File: config.mk
export PLATFORM = sky130hd
export DESIGN_NAME = reg_file_sb
export DESIGN_NICKNAME = d
export VERILOG_FILES = /design/src/rtl/reg_file_sb.sv
export SDC_FILE = /design/constraint.sdc
export NUM_CORES = 1
export LEC_CHECK = 0
export CAP_MARGIN = 20
export CORE_MARGIN = 3
export CORE_UTILIZATION = 63
export CTS_BUF_LIST = sky130_fd_sc_hd__clkbuf_2
export DETAILED_ROUTE_END_ITERATION = 10
export PLACE_DENSITY = 0.81
export SETUP_SLACK_MARGIN = 0.5
export SYNTH_ARGS = -nofsm -noshare
export SYNTH_HDL_FRONTEND = slang
export SYNTH_SLANG_ARGS = --single-unit
File: constraint.sdc
create_clock -name clk -period 6.1 [get_ports clk]
set_input_delay 1.83 -clock clk [delete_from_list [all_inputs] [get_ports clk]]
set_output_delay 1.83 -clock clk [all_outputs]
set_load 0.01 [all_outputs]
File: src/rtl/reg_file_sb.sv
// reg_file_sb: 2-read / 1-write register file with a clear sweep after reset
// and a per-register pending scoreboard. Register 0 is hard-wired to zero.
//
// state | meaning
// ------+---------------------------------------------------------------
// INIT  | clear sweep: register[cnt] <= 0 each cycle, writes/sets ignored
// RUN   | normal operation: writes, registered reads, scoreboard active
module reg_file_sb #(
    parameter int XLEN   = 32,
    parameter int AW     = 5,
    parameter int BYPASS = 1
) (
    input  logic            clk,
    input  logic            rst,
    input  logic            we,
    input  logic [AW-1:0]   wa,
    input  logic [XLEN-1:0] wd,
    input  logic [AW-1:0]   ra1,
    input  logic [AW-1:0]   ra2,
    output logic [XLEN-1:0] rd1,
    output logic [XLEN-1:0] rd2,
    input  logic            sb_set,
    input  logic [AW-1:0]   sb_addr,
    output logic            busy1,
    output logic            busy2,
    output logic            ready
);

    localparam int NREG = 2 ** AW;

    typedef enum logic {
        INIT = 1'b0,
        RUN  = 1'b1
    } state_t;

    state_t          state;
    state_t          state_nxt;
    logic [AW-1:0]   cnt;
    logic [AW-1:0]   cnt_nxt;
    logic [XLEN-1:0] regs [NREG];
    logic [NREG-1:0] pending;
    logic [XLEN-1:0] rd1_nxt;
    logic [XLEN-1:0] rd2_nxt;
    logic            run;
    logic            wr_en;
    logic            set_en;

    assign run    = (state == RUN);
    assign wr_en  = run && we && (wa != '0);
    assign set_en = run && sb_set && (sb_addr != '0);

    // FSM state and sweep counter register
    always_ff @(posedge clk) begin
        if (rst) begin
            state <= INIT;
            cnt   <= '0;
        end else begin
            state <= state_nxt;
            cnt   <= cnt_nxt;
        end
    end

    // Sweep advances one register per cycle; last register hands over to RUN
    always_comb begin
        state_nxt = state;
        cnt_nxt   = cnt;
        if (state == INIT) begin
            cnt_nxt = cnt + AW'(1);
            if (cnt == AW'(NREG - 1)) begin
                state_nxt = RUN;
            end
        end
    end

    // Register array: no reset, cleared by the sweep instead
    always_ff @(posedge clk) begin
        if (!rst) begin
            if (state == INIT) begin
                regs[cnt] <= '0;
            end else if (wr_en) begin
                regs[wa] <= wd;
            end
        end
    end

    // Read-port next values; x0 is forced to zero so it never depends on storage
    always_comb begin
        rd1_nxt = '0;
        rd2_nxt = '0;
        if (run) begin
            if ((BYPASS != 0) && wr_en && (wa == ra1)) begin
                rd1_nxt = wd;
            end else if (ra1 != '0) begin
                rd1_nxt = regs[ra1];
            end
            if ((BYPASS != 0) && wr_en && (wa == ra2)) begin
                rd2_nxt = wd;
            end else if (ra2 != '0) begin
                rd2_nxt = regs[ra2];
            end
        end
    end

    // Registered read data
    always_ff @(posedge clk) begin
        if (rst) begin
            rd1 <= '0;
            rd2 <= '0;
        end else begin
            rd1 <= rd1_nxt;
            rd2 <= rd2_nxt;
        end
    end

    // Pending scoreboard: the set is applied after the clear so it wins on a tie
    always_ff @(posedge clk) begin
        if (rst) begin
            pending <= '0;
        end else begin
            if (wr_en) begin
                pending[wa] <= 1'b0;
            end
            if (set_en) begin
                pending[sb_addr] <= 1'b1;
            end
        end
    end

    assign busy1 = run && pending[ra1];
    assign busy2 = run && pending[ra2];
    assign ready = run;

endmodule

==> impl_results.md <==
- Area of the multi-input gates: 18130 um^2
- Clk pin slew, worst setup/hold paths: 0.09 ns
- Relative slew slack: 0.2315
- Critical path's top delay family: multiplexers
- Synth warnings: 0
- Setup TNS Final: 0 ns
- Total GRT Usage: 0.3717
- Hold Vio Cnt, Final: 0
- Sequential power share: 0.580
- Post-route ant nets: 0
- Worst r2r src: ready
- Critical Path Sink Type: output port
- Fmax: 181.0 MHz
- Core region area: 80940 um^2
- Mean Syn Cell Area: 18.03 um^2
- CTS H-tree depth: 5
- Wire length per cell: 35.47 um
- Post-synthesis compound-gate area fraction: 0.05959
- Total congestion overflow: 0
- Worst Tran Pin Value: 1.153 ns
- Setup slack, reg-to-reg: 2.66 ns
- Post-route design area: 57230 um^2
- Final setup violation count: 0
- Max-Cap Viols: 0
- Mapped Cells: 2869
- Sw Pwr: 3.645 mW
- Post-Synth XOR/XNOR Area: 0.002201
- IO Count: 123
- Status: complete, no violations
- Main synth FF type: edfxtp_1
- Cells on worst reg2reg path: 6
- Finished Layout Cells: 4430
- # rows: 104
- Cell Int Power: 10.76 mW
- TritonRoute pass-1 iters: 6
- DPL Wire Length: 88.21 mm
- Simple-Gate Fraction of Synth Area: 0.03141
- Die area: 85600 um^2
- Root Driver: clkbuf_2
- Mux contribution to synthesized area: 0.2503
- TritonCTS buffer count: 292
- CP Class: in -> out
- Largest net degree at the start of global routing: 149
- M2 GR Usage: 0.5547
- Clk sink count: 1126
- Power Density: 251.8 nW/um^2
- Slew Limit Fails: 0
- Sequential share of the synthesized area: 0.6338
- Horiz. Die Dim: 292.6 um
- Syn nets: 2927
- Drt initial violations: 4985
- Post-synth EDFFs: 1024
- CTS Buffer Depth: 4
- Crit-path cells: buf_8 > mux4_2 > mux4_2 > nand3b_1 > nand2_1 > clkdlybuf4s50_1
- CP Data Arrival Time: 3.69 ns
- GRT met3 Usage: 0.1387
- Post-synth cell types: 56
- Worst min path class: reg -> reg
- Die Span Y: 292.6 um
- Area after DPL: 54730 um^2
- Initial antenna violation count: 5
- RSZ-0062 raised after global routing: no
- FF+latch count, synth: 1126
- Area growth, synth to finish: 10.62%
- Post-synthesis cell area: 51740 um^2
- Worst path bufs/invs: 2
- Fillers: 4910
- Post-layout nets: 3233
- Top cell by count, worst path: mux4_2
- Synth top area cells: edfxtp_1, mux4_2, mux2i_1, dfxtp_1, a22oi_1
- GP Congestion: 0.8834
- Clk pwr share: 0.349
- Switch share: 0.2530
- Vias per cell: 7.596
- Leak: 17.97 nW
- Post-synth top area cell: edfxtp_1
- IO Port Bufs: 122
- Crit path from: ra1[0]
- Vias in the first global route: 34765
- Share of the synthesized area in the top cell type: 0.5943
- Initial core utilization: 0.6392
- Slowest CP cell: mux4_2
- Final period util: 0.9056
- Post-synth ARST share: 0
- End point of the critical path: busy1
- TritonCTS clock tree: done
- Largest family of logic cells by synthesized area: multiplexers
- Post-Synth Adder-Cell Area: 0.0004837
- Reg2reg end: regs[30][3]
- Layer with the highest usage: met2
- Worst Setup Start Kind: input port
- Post-Place Cells: 3940
- CP max stage delay: 0.53 ns
- Layout cell share with drive strength beyond 1: 0.3274
- Reg area: 32790 um^2
- Crit path time final: 5.524 ns
- Maximum vdd drop: 167.2 uV
- Critical path depth: 6
- Clk Latency, worst-skew pair: 1.51 ns
- First-pass GRT wire length: 227.3 mm
- Drt total wl: 157.1 mm
- GRT met1 Usage: 0.4840
- Required time worst endpoint: 4.27 ns
- Vias: 33651
- Drc violations: 0
- Clk_skew: 0.1562 ns
- Crit path max fanout: 11
- Combinational power share: 0.071
==> worst min-delay path by stage <==
stage,slack (ns),to,cells past startpoint,from
2_1_floorplan,0.45,pending[0],1,pending[0]
3_3_place_gp,0.48,pending[6],2,pending[6]
3_5_place_dp,0.48,pending[2],2,pending[2]
4_1_cts,0.50,pending[2],2,pending[2]
5_1_grt,0.52,pending[7],2,pending[7]
6_report,0.50,pending[2],2,pending[2]
==> layer usage <==
metal | wire length, um | share of wire
met5 | 22 | 0.00014
met4 | 8965 | 0.057
met3 | 26220 | 0.17
met2 | 72000 | 0.46
met1 | 49920 | 0.32
==> final cells by class <==
type | instances | area share
flip-flops and latches | 1126 | 0.5730
clock buffers | 412 | 0.03603
multi-input cells | 1500 | 0.3169
repair buffers | 248 | 0.04300
clock inverters | 73 | 0.007280
well taps | 1060 | 0.02317
inverters | 7 | 0.0005028
diodes | 4 | 0.0001749
==> cells in the mapped netlist (4+ instances only) <==
library cell  count
a2111oi_0         5
a211o_1          32
a21o_1            5
a21oi_1         111
a221oi_1         11
a22o_1           22
a22oi_1         128
a2bb2oi_1        20
a311oi_1         21
a31oi_1          13
a32o_1            5
and2_1           37
and3_1            5
buf_1            19
buf_2            76
buf_4            14
buf_6            12
clkbuf_1        115
dfxtp_1         102
edfxtp_1       1024
inv_1             7
mux2_2           14
mux2i_1         226
mux4_2          467
nand2_1         114
nand3_1          26
nand3b_1          4
nor2_1           62
nor2b_1          45
nor3_1           13
nor3b_1           5
o211ai_1          8
o21ai_0          50
or3_1             6
xnor2_1          11
==> logic make-up after synthesis <==
logic type	Yosys count
DFF	1126
and+or+nand+nor	333
adders and majority gates	2
AOI/OAI and AO/OA	444
xor gates and xnor gates	13
muxes	708
buffers and inverters	243
==> power groups by stage <==
stage / clock network, mW / logic, mW / registers (mW)
6_report: 5.02 / 1.02 / 8.36
5_1_grt: 5.51 / 1.06 / 8.36
4_1_cts: 5.06 / 1.00 / 8.36
3_5_place_dp: 0 / 0.998 / 8.53
3_3_place_gp: 0 / 0.980 / 8.53
2_1_floorplan: 0 / 0.669 / 8.52
==> flip-flops by register name (all words and copies together) (netlist names) <==
name / count
rd1: 32
cnt: 5
pending: 32
regs: 1024
ready: 1
rd2: 32
==> per-stage QoR <==
| step | setup WS [ns] | power (mW) | utilization | hold WS [ns] |
|---|---|---|---|---|
| 5_1_grt | 0.5109 | 14.93 | 0.7070 | 0.5210 |
| 3_5_place_dp | 0.4826 | 9.532 | 0.6761 | 0.4816 |
| 2_1_floorplan | 0.5002 | 9.193 | - | 0.4509 |
| 6_report | 0.5755 | 14.41 | 0.7071 | 0.5004 |
| 4_1_cts | 0.5472 | 14.42 | 0.7068 | 0.4950 |
| 3_3_place_gp | 0.4514 | 9.507 | 0.6761 | 0.4810 |
==> cells in the final DEF, fill, tap and decap left out, drive strengths merged, types with 26 or more instances in the layout <==
master / synthesis / routed
edfxtp: 1024 / 1024
mux2i: 226 / 226
clkbuf: 115 / 413
o21ai: 52 / 52
clkdlybuf4s50: 0 / 111
nor2: 62 / 62
a21oi: 111 / 111
a211o: 32 / 32
clkinv: 0 / 61
a22oi: 128 / 128
dfxtp: 102 / 102
nand3: 26 / 26
and2: 37 / 37
nand2: 114 / 114
nor2b: 45 / 45
buf: 121 / 134
mux4: 467 / 467
==> worst min-delay path, cell delays in order, from the launching register on <==
cell,delay [ns]
dfxtp_1,0.33
o21ai_0,0.07
a21oi_1,0.06
==> timing repair <==
action / in CTS / in global routing
resized for setup: 2 / 2
setup endpoints to repair: 2 / 2
hold endpoints to repair: 0 / 0
buffers inserted: 0 / 0
hold buffers: 0 / 0
No activity file was read; power rests on OpenSTA's default activity.
